[config.mk]
export PLATFORM = sky130hd
export DESIGN_NAME = matmul_link_ctrl
export DESIGN_NICKNAME = d
export VERILOG_FILES = /design/src/rtl/matmul_link_ctrl.sv
export SDC_FILE = /design/constraint.sdc
export NUM_CORES = 1
export LEC_CHECK = 0
export ABC_AREA = 1
export BUFFER_PORTS_ARGS = -buffer_cell sky130_fd_sc_hd__buf_2
export CORE_ASPECT_RATIO = 0.7
export CORE_MARGIN = 2
export CORE_UTILIZATION = 51
export DETAILED_ROUTE_END_ITERATION = 7
export GPL_TIMING_DRIVEN = 0
export PLACE_DENSITY = 0.91
export SLEW_MARGIN = 10
export SYNTH_ARGS = -nofsm -noshare
export SYNTH_HDL_FRONTEND = slang
export SYNTH_SLANG_ARGS = --single-unit
[constraint.sdc]
create_clock -name bclk -period 2.8 [get_ports bclk]
set_clock_uncertainty 0.05 [all_clocks]
set_input_delay 0.42 -clock bclk [delete_from_list [all_inputs] [get_ports bclk]]
set_output_delay 0.42 -clock bclk [all_outputs]
set_load 0.03 [all_outputs]
[src/rtl/matmul_link_ctrl.sv]
// Serial-link controller for the matrix multiplier: baud enables, size/A/B byte capture, compute handshake, result transmit.
// Build option: define MATMUL_SIZE_CHECK_EN to reject out-of-range size bytes (size_err) instead of saturating them.

module matmul_link_ctrl #(
    parameter int BASE_DIV = 16,
    parameter int MAX_DIM  = 3
) (
    input  logic                            bclk,
    input  logic                            rst,
    input  logic [1:0]                      b_sel,
    input  logic                            rx_valid,
    input  logic [7:0]                      rx_data,
    input  logic                            tx_busy,
    input  logic                            mult_done,
    input  logic [16*MAX_DIM*MAX_DIM-1:0]   mult_result,
    output logic                            baud_tick,
    output logic                            baud_tick8,
    output logic [2:0]                      current_state,
    output logic [3:0]                      matrix_size,
    output logic                            rx_enable,
    output logic                            mult_start,
    output logic                            read_enable_a,
    output logic                            read_enable_b,
    output logic                            tx_start,
    output logic                            size_err,
    output logic [8*MAX_DIM*MAX_DIM-1:0]    a_data,
    output logic [8*MAX_DIM*MAX_DIM-1:0]    b_data,
    output logic [7:0]                      tx_data
);

    localparam int SUB_W = $clog2(BASE_DIV) + 1;

    typedef enum logic [2:0] {
        IDLE             = 3'd0,
        RECEIVE_SIZE     = 3'd1,
        RECEIVE_MATRIX_A = 3'd2,
        RECEIVE_MATRIX_B = 3'd3,
        COMPUTE          = 3'd4,
        SEND_RESULT      = 3'd5
    } state_t;

    state_t state, state_next;

    logic [SUB_W-1:0] sub_cnt, sub_last;
    logic [2:0]       eighth_cnt;
    logic [1:0]       b_sel_q;

    // Each baud_tick8 period is D/8 = BASE_DIV/8 << b_sel cycles; baud_tick lands on every 8th one.
    always_comb begin
        sub_last = SUB_W'(BASE_DIV / 8 - 1);
        case (b_sel)
            2'd0:    sub_last = SUB_W'(BASE_DIV / 8 - 1);
            2'd1:    sub_last = SUB_W'(BASE_DIV / 4 - 1);
            2'd2:    sub_last = SUB_W'(BASE_DIV / 2 - 1);
            default: sub_last = SUB_W'(BASE_DIV - 1);
        endcase
    end

    always_ff @(posedge bclk) begin
        if (rst) begin
            sub_cnt    <= '0;
            eighth_cnt <= '0;
            b_sel_q    <= '0;
            baud_tick8 <= 1'b0;
            baud_tick  <= 1'b0;
        end else if (b_sel != b_sel_q) begin
            b_sel_q    <= b_sel;
            sub_cnt    <= '0;
            eighth_cnt <= '0;
            baud_tick8 <= 1'b0;
            baud_tick  <= 1'b0;
        end else begin
            baud_tick8 <= (sub_cnt == sub_last);
            baud_tick  <= (sub_cnt == sub_last) && (eighth_cnt == 3'd7);
            if (sub_cnt == sub_last) begin
                sub_cnt    <= '0;
                eighth_cnt <= eighth_cnt + 3'd1;
            end else begin
                sub_cnt <= sub_cnt + SUB_W'(1);
            end
        end
    end

    logic [3:0] elem_cnt;
    logic [7:0] byte_idx;
    logic [7:0] nn;
    logic [7:0] total_bytes;
    logic       last_elem;
    logic       send_done;
    logic       can_send;
    logic       size_ok;
    logic [3:0] size_val;

    assign nn          = 8'(matrix_size) * 8'(matrix_size);
    assign total_bytes = {nn[6:0], 1'b0};
    assign last_elem   = ({4'd0, elem_cnt} == nn - 8'd1);
    assign send_done   = (byte_idx == total_bytes);

    // rx_valid is a one-cycle strobe with no back-pressure; a byte is taken only in the receive states.
    // A transmit start is a one-cycle tx_start with tx_data, issued only when tx_busy is low and the
    // previous cycle issued nothing, so the transmitter always gets a cycle to raise tx_busy.
    assign can_send = (state == SEND_RESULT) && !send_done && !tx_busy && !tx_start;

    always_comb begin
        size_ok  = 1'b1;
        size_val = rx_data[3:0];
`ifdef MATMUL_SIZE_CHECK_EN
        size_ok  = (rx_data != 8'd0) && (rx_data <= 8'(MAX_DIM));
        size_val = rx_data[3:0];
`else
        size_ok  = 1'b1;
        if (rx_data == 8'd0)
            size_val = 4'd1;
        else if (rx_data > 8'(MAX_DIM))
            size_val = 4'(MAX_DIM);
        else
            size_val = rx_data[3:0];
`endif
    end

    always_ff @(posedge bclk) begin
        if (rst) state <= IDLE;
        else     state <= state_next;
    end

    always_comb begin
        state_next = IDLE;
        case (state)
            IDLE:             state_next = RECEIVE_SIZE;
            RECEIVE_SIZE:     state_next = (rx_valid && size_ok) ? RECEIVE_MATRIX_A : RECEIVE_SIZE;
            RECEIVE_MATRIX_A: state_next = (rx_valid && last_elem) ? RECEIVE_MATRIX_B : RECEIVE_MATRIX_A;
            RECEIVE_MATRIX_B: state_next = (rx_valid && last_elem) ? COMPUTE : RECEIVE_MATRIX_B;
            COMPUTE:          state_next = mult_done ? SEND_RESULT : COMPUTE;
            SEND_RESULT:      state_next = (send_done && !tx_start && !tx_busy) ? IDLE : SEND_RESULT;
            default:          state_next = IDLE;
        endcase
    end

    always_comb begin
        rx_enable     = 1'b0;
        mult_start    = 1'b0;
        read_enable_a = 1'b0;
        read_enable_b = 1'b0;
        case (state)
            RECEIVE_SIZE, RECEIVE_MATRIX_A, RECEIVE_MATRIX_B: rx_enable = 1'b1;
            COMPUTE: begin
                mult_start    = 1'b1;
                read_enable_a = 1'b1;
                read_enable_b = 1'b1;
            end
            default: ;
        endcase
    end

    assign current_state = state;

    always_ff @(posedge bclk) begin
        if (rst) begin
            matrix_size <= '0;
            elem_cnt    <= '0;
            byte_idx    <= '0;
            a_data      <= '0;
            b_data      <= '0;
            tx_data     <= '0;
            tx_start    <= 1'b0;
        end else begin
            tx_start <= 1'b0;
            case (state)
                RECEIVE_SIZE: begin
                    if (rx_valid && size_ok) begin
                        matrix_size <= size_val;
                        elem_cnt    <= '0;
                    end
                end
                RECEIVE_MATRIX_A: begin
                    if (rx_valid) begin
                        a_data[{elem_cnt, 3'b000} +: 8] <= rx_data;
                        elem_cnt <= last_elem ? 4'd0 : elem_cnt + 4'd1;
                    end
                end
                RECEIVE_MATRIX_B: begin
                    if (rx_valid) begin
                        b_data[{elem_cnt, 3'b000} +: 8] <= rx_data;
                        elem_cnt <= last_elem ? 4'd0 : elem_cnt + 4'd1;
                    end
                end
                COMPUTE: byte_idx <= '0;
                SEND_RESULT: begin
                    if (can_send) begin
                        tx_start <= 1'b1;
                        tx_data  <= mult_result[{byte_idx, 3'b000} +: 8];
                        byte_idx <= byte_idx + 8'd1;
                    end
                end
                default: ;
            endcase
        end
    end

`ifdef MATMUL_SIZE_CHECK_EN
    always_ff @(posedge bclk) begin
        if (rst) size_err <= 1'b0;
        else     size_err <= (state == RECEIVE_SIZE) && rx_valid && !size_ok;
    end
`else
    assign size_err = 1'b0;
`endif

endmodule

==> results.py <==
metrics = {
    "synth": {
        "yosys.area_share.simple_pct": 30.56,
        "synthCells": 1445,
        "yosys_warnings": 0,
        "synth_top_family_by_area": "simple AND/OR/NAND/NOR gates",
        "ys_seq_area_share_pct": 39.15,
        "netlist_area_um2": 9409,
        "synth_cell_type_count": 37,
        "synth_compound_area_share_pct": 16.91,
        "syn-num-nets": 1616,
        "synth.avg_cell_area_um2": 6.511,
        "synth-xor-area-share_pct": 1.024,
        "synth.area.top_cells": "dfxtp_1 (39%), nor2_1 (11%), nand2_1 (11%)",
        "synth_top_area_share_pct": 39.15,
        "async_flop_share_pct": 0,
        "yosys.area.top_type": "dfxtp_1",
        "synth-main-ff-cell": "dfxtp_1",
        "muxShareOfSynthArea_pct": 0,
        "yosysMostFrequentCell": "nor2_1",
        "synth_common_cells": "nor2_1 (275), nand2_1 (267), dfxtp_1 (184)",
        "ys_seq_elements": 184,
        "synth_fa_ha_area_share_pct": 1.676,
        "synth-edff-count": 0,
    },
    "pwr": {
        "internal_power_uw": 4057,
        "p_leak_uw": 0.005904,
        "combPwrFrac_pct": 10.6,
        "swShare_pct": 28.41,
        "pwr-share-seq_pct": 46.9,
        "ir_drop_mv": 0.3969,
        "power_switching_uw": 1610,
        "power_density_nw_per_um2": 467.1,
        "clkPwrFrac_pct": 42.5,
    },
    "setup_path": {
        "start_kind": "register",
        "crit_chain": "inv_2 > nor2_2 > nand2_1 > fa_2 > inv_1 > nand2_1 > nand2_1 > nor2_1 > nand3_1 > nor2_2 > nand3_4 > buf_6 > nand2_4 > nand3_1 > a21oi_1",
        "crit_type": "reg -> reg",
        "crit_top_cell": "nand2_1",
        "cp-end-kind": "register",
        "arrival_ps": 3040,
        "rr_endpoint": "byte_idx[4]",
        "crit_path_end": "byte_idx[4]",
        "reg2reg_setup_slack_ps": 70,
        "critPathMaxFanout": 5,
        "r2r_start": "matrix_size[2]",
        "critPathSlowestCell": "fa_2",
        "crit_required_ps": 3100,
        "startpoint": "matrix_size[2]",
        "critPathTopFamily": "simple AND/OR/NAND/NOR gates",
        "crit_buf_inv": 3,
        "max_stage_delay_ps": 650,
        "reg2reg_depth": 15,
        "cp.depth": 15,
    },
    "sta": {
        "hold_viol_final": 0,
        "finalCritPeriodShare_pct": 97.54,
        "rsz0062_at_grt": "yes",
        "clock.fmax_mhz": 366.2,
        "finalCriticalPeriod_ps": 2731,
        "setup_violations": 0,
        "final_max_slew_viol_count": 0,
        "tightestPinTransition_ps": 799.1,
        "max_slew_margin_pct": 46.32,
        "fin_hold_ws_ps": 230.1,
    },
    "place": {
        "dp.cells": 1997,
        "gp_congestion": 1.007,
        "hpwl_mm": 26.33,
        "io_buffer_count": 316,
    },
    "min_path": {
        "min_path_type": "in -> reg",
    },
    "global_route": {
        "grt_overflow": 0,
        "grt_pass1_wl_mm": 52.85,
        "antenna_found_initial": 0,
        "first_global_vias": 10240,
        "grt_max_degree": 21,
        "grt_use_total_pct": 33.65,
    },
    "cts": {
        "cts_root_buffer": "clkbuf_16",
        "htreeDepth": 4,
        "cts_max_path_buffers": 2,
        "cts_tree": "done",
        "clk_latency_ps": 430,
        "cts_buffers": 17,
        "clock_sinks": 184,
        "clk_pin_slew_worst_paths_ps": 80,
        "cts_hold_buf": 0,
    },
    "die": {
        "rows": 41,
        "initial_core_util_pct": 52.11,
        "die_h_um": 117.6,
        "coreArea_um2": 18060,
        "io-pin-count": 326,
        "die_w_um": 166.3,
        "die-area_um2": 19570,
    },
    "run_status": {
        "violations": "DRC",
        "outcome": "finished, violations left",
    },
    "routing": {
        "routed-via-count": 11310,
        "vias_per_cell": 5.541,
        "routed_wl_mm": 34.72,
        "dr.first_iter.drc_count": 1366,
        "ant_nets": 0,
        "firstDrtPassIters": 8,
        "drc": 2,
        "wl_per_cell_um": 17.01,
    },
    "job": {
        "maxCapViolations": 0,
    },
    "final_layout": {
        "final_nets": 1963,
        "final_util_pct": 67.18,
        "area_growth_syn_to_layout_pct": 28.92,
        "drive_gt1_share_pct": 24.82,
        "antenna_cells": 0,
        "regArea_um2": 3692,
        "n_fill_cell": 1535,
        "final_cells": 2041,
        "multi_input_area_um2": 4852,
    },
}
[layout by cell type (no fill, tap or decap), types with 3 or more instances in the layout]
cell	n
buf_4	15
nor3_1	33
o211a_1	4
nor3_4	3
a21boi_1	4
a21oi_1	132
a211oi_1	27
nor2_1	270
xor2_1	8
nor2_2	3
inv_2	4
clkbuf_2	3
buf_1	6
nand3_2	5
or2_2	38
ha_1	11
nand3_1	52
o21ai_0	116
inv_6	4
clkbuf_1	48
nand2_1	266
nand4_1	4
buf_2	327
nor4_1	3
dfxtp_1	181
a21boi_0	4
clkinv_8	5
clkbuf_16	17
inv_1	176
[sequential cells by signal, summed over array words and instances, names as in the netlist, 3 cells and up]
name / flops
a_data: 72
b_data: 72
byte_idx: 8
tx_data: 8
sub_cnt: 5
elem_cnt: 4
matrix_size: 4
current_state: 3
eighth_cnt: 3
[timing repair]
item	CTS	global route
endpoints found under the setup margin	40	120
cloned	0	1
pin swaps	1	8
gates resized for setup	10	29
buffers inserted	1	10
[final cells by class]
cell class | instances | area share, %
multi-input combinational | 1005 | 40.00
sequential | 184 | 30.44
timing repair buffer | 327 | 13.85
inverter | 183 | 5.694
clock buffer | 17 | 3.507
buffer | 74 | 2.620
tap | 236 | 2.434
clock inverter | 15 | 1.454
[worst reg2reg max path, delay by kind of cell, from the launching register on]
kind	cells	cell delay (ps)
and+or+nand+nor	10	1100
AOI/OAI and AO/OA	1	180
DFF	1	360
buffers and inverters	3	320
adders and majority gates	1	650
[cells by family (layout without fill, tap and decap cells)]
| logic type | after synthesis | after routing |
|---|---|---|
| DFF | 184 | 184 |
| and+or+nand+nor | 687 | 688 |
| buffers and inverters | 257 | 616 |
| adders and majority gates | 12 | 12 |
| other | 1 | 1 |
| AOI/OAI and AO/OA | 293 | 293 |
| xor gates and xnor gates | 11 | 11 |
[worst min-delay path by stage]
| stage | start | to | slack [ps] | cells past startpoint |
|---|---|---|---|---|
| after floorplan | sub_cnt[0] | sub_cnt[0] | 380 | 1 |
| after global placement | b_data[33] | b_data[33] | 380 | 2 |
| after detailed placement | b_data[54] | b_data[54] | 380 | 2 |
| after CTS | b_sel[1] | b_sel_q[1] | 220 | 3 |
| after global routing | b_sel[0] | b_sel_q[0] | 240 | 3 |
| final | b_sel[1] | b_sel_q[1] | 230 | 3 |
[power groups by stage]
stage	clock network (µW)	registers (µW)	logic, µW
6_report	2410	2660	599
5_1_grt	2510	2660	648
4_1_cts	2400	2660	551
3_5_place_dp	0	2720	528
3_3_place_gp	0	2720	518
2_1_floorplan	0	2750	263
[per-stage QoR]
step	worst slack [ps]	total power (µW)	area (µm²)	TNS, ps
2_1_floorplan	35.76	3009	9409	0
3_3_place_gp	-202.8	3238	11290	-2741
3_5_place_dp	-302.1	3250	11290	-5262
4_1_cts	0.1217	5613	11950	0
5_1_grt	-105.9	5816	12130	-1189
6_report	69.01	5666	12130	0
[metal layers]
layer  vias to the layer above  global-route usage [%]  part of all wire (%)
li1                       5287                       -                     -
met1                      5202                   47.11                    42
met2                       734                   50.03                    43
met3                        86                   9.348                    12
met4                         0                   11.26                   2.7
met5                         -                       0                     0
Note: power is estimated with default switching activity, not from simulation.
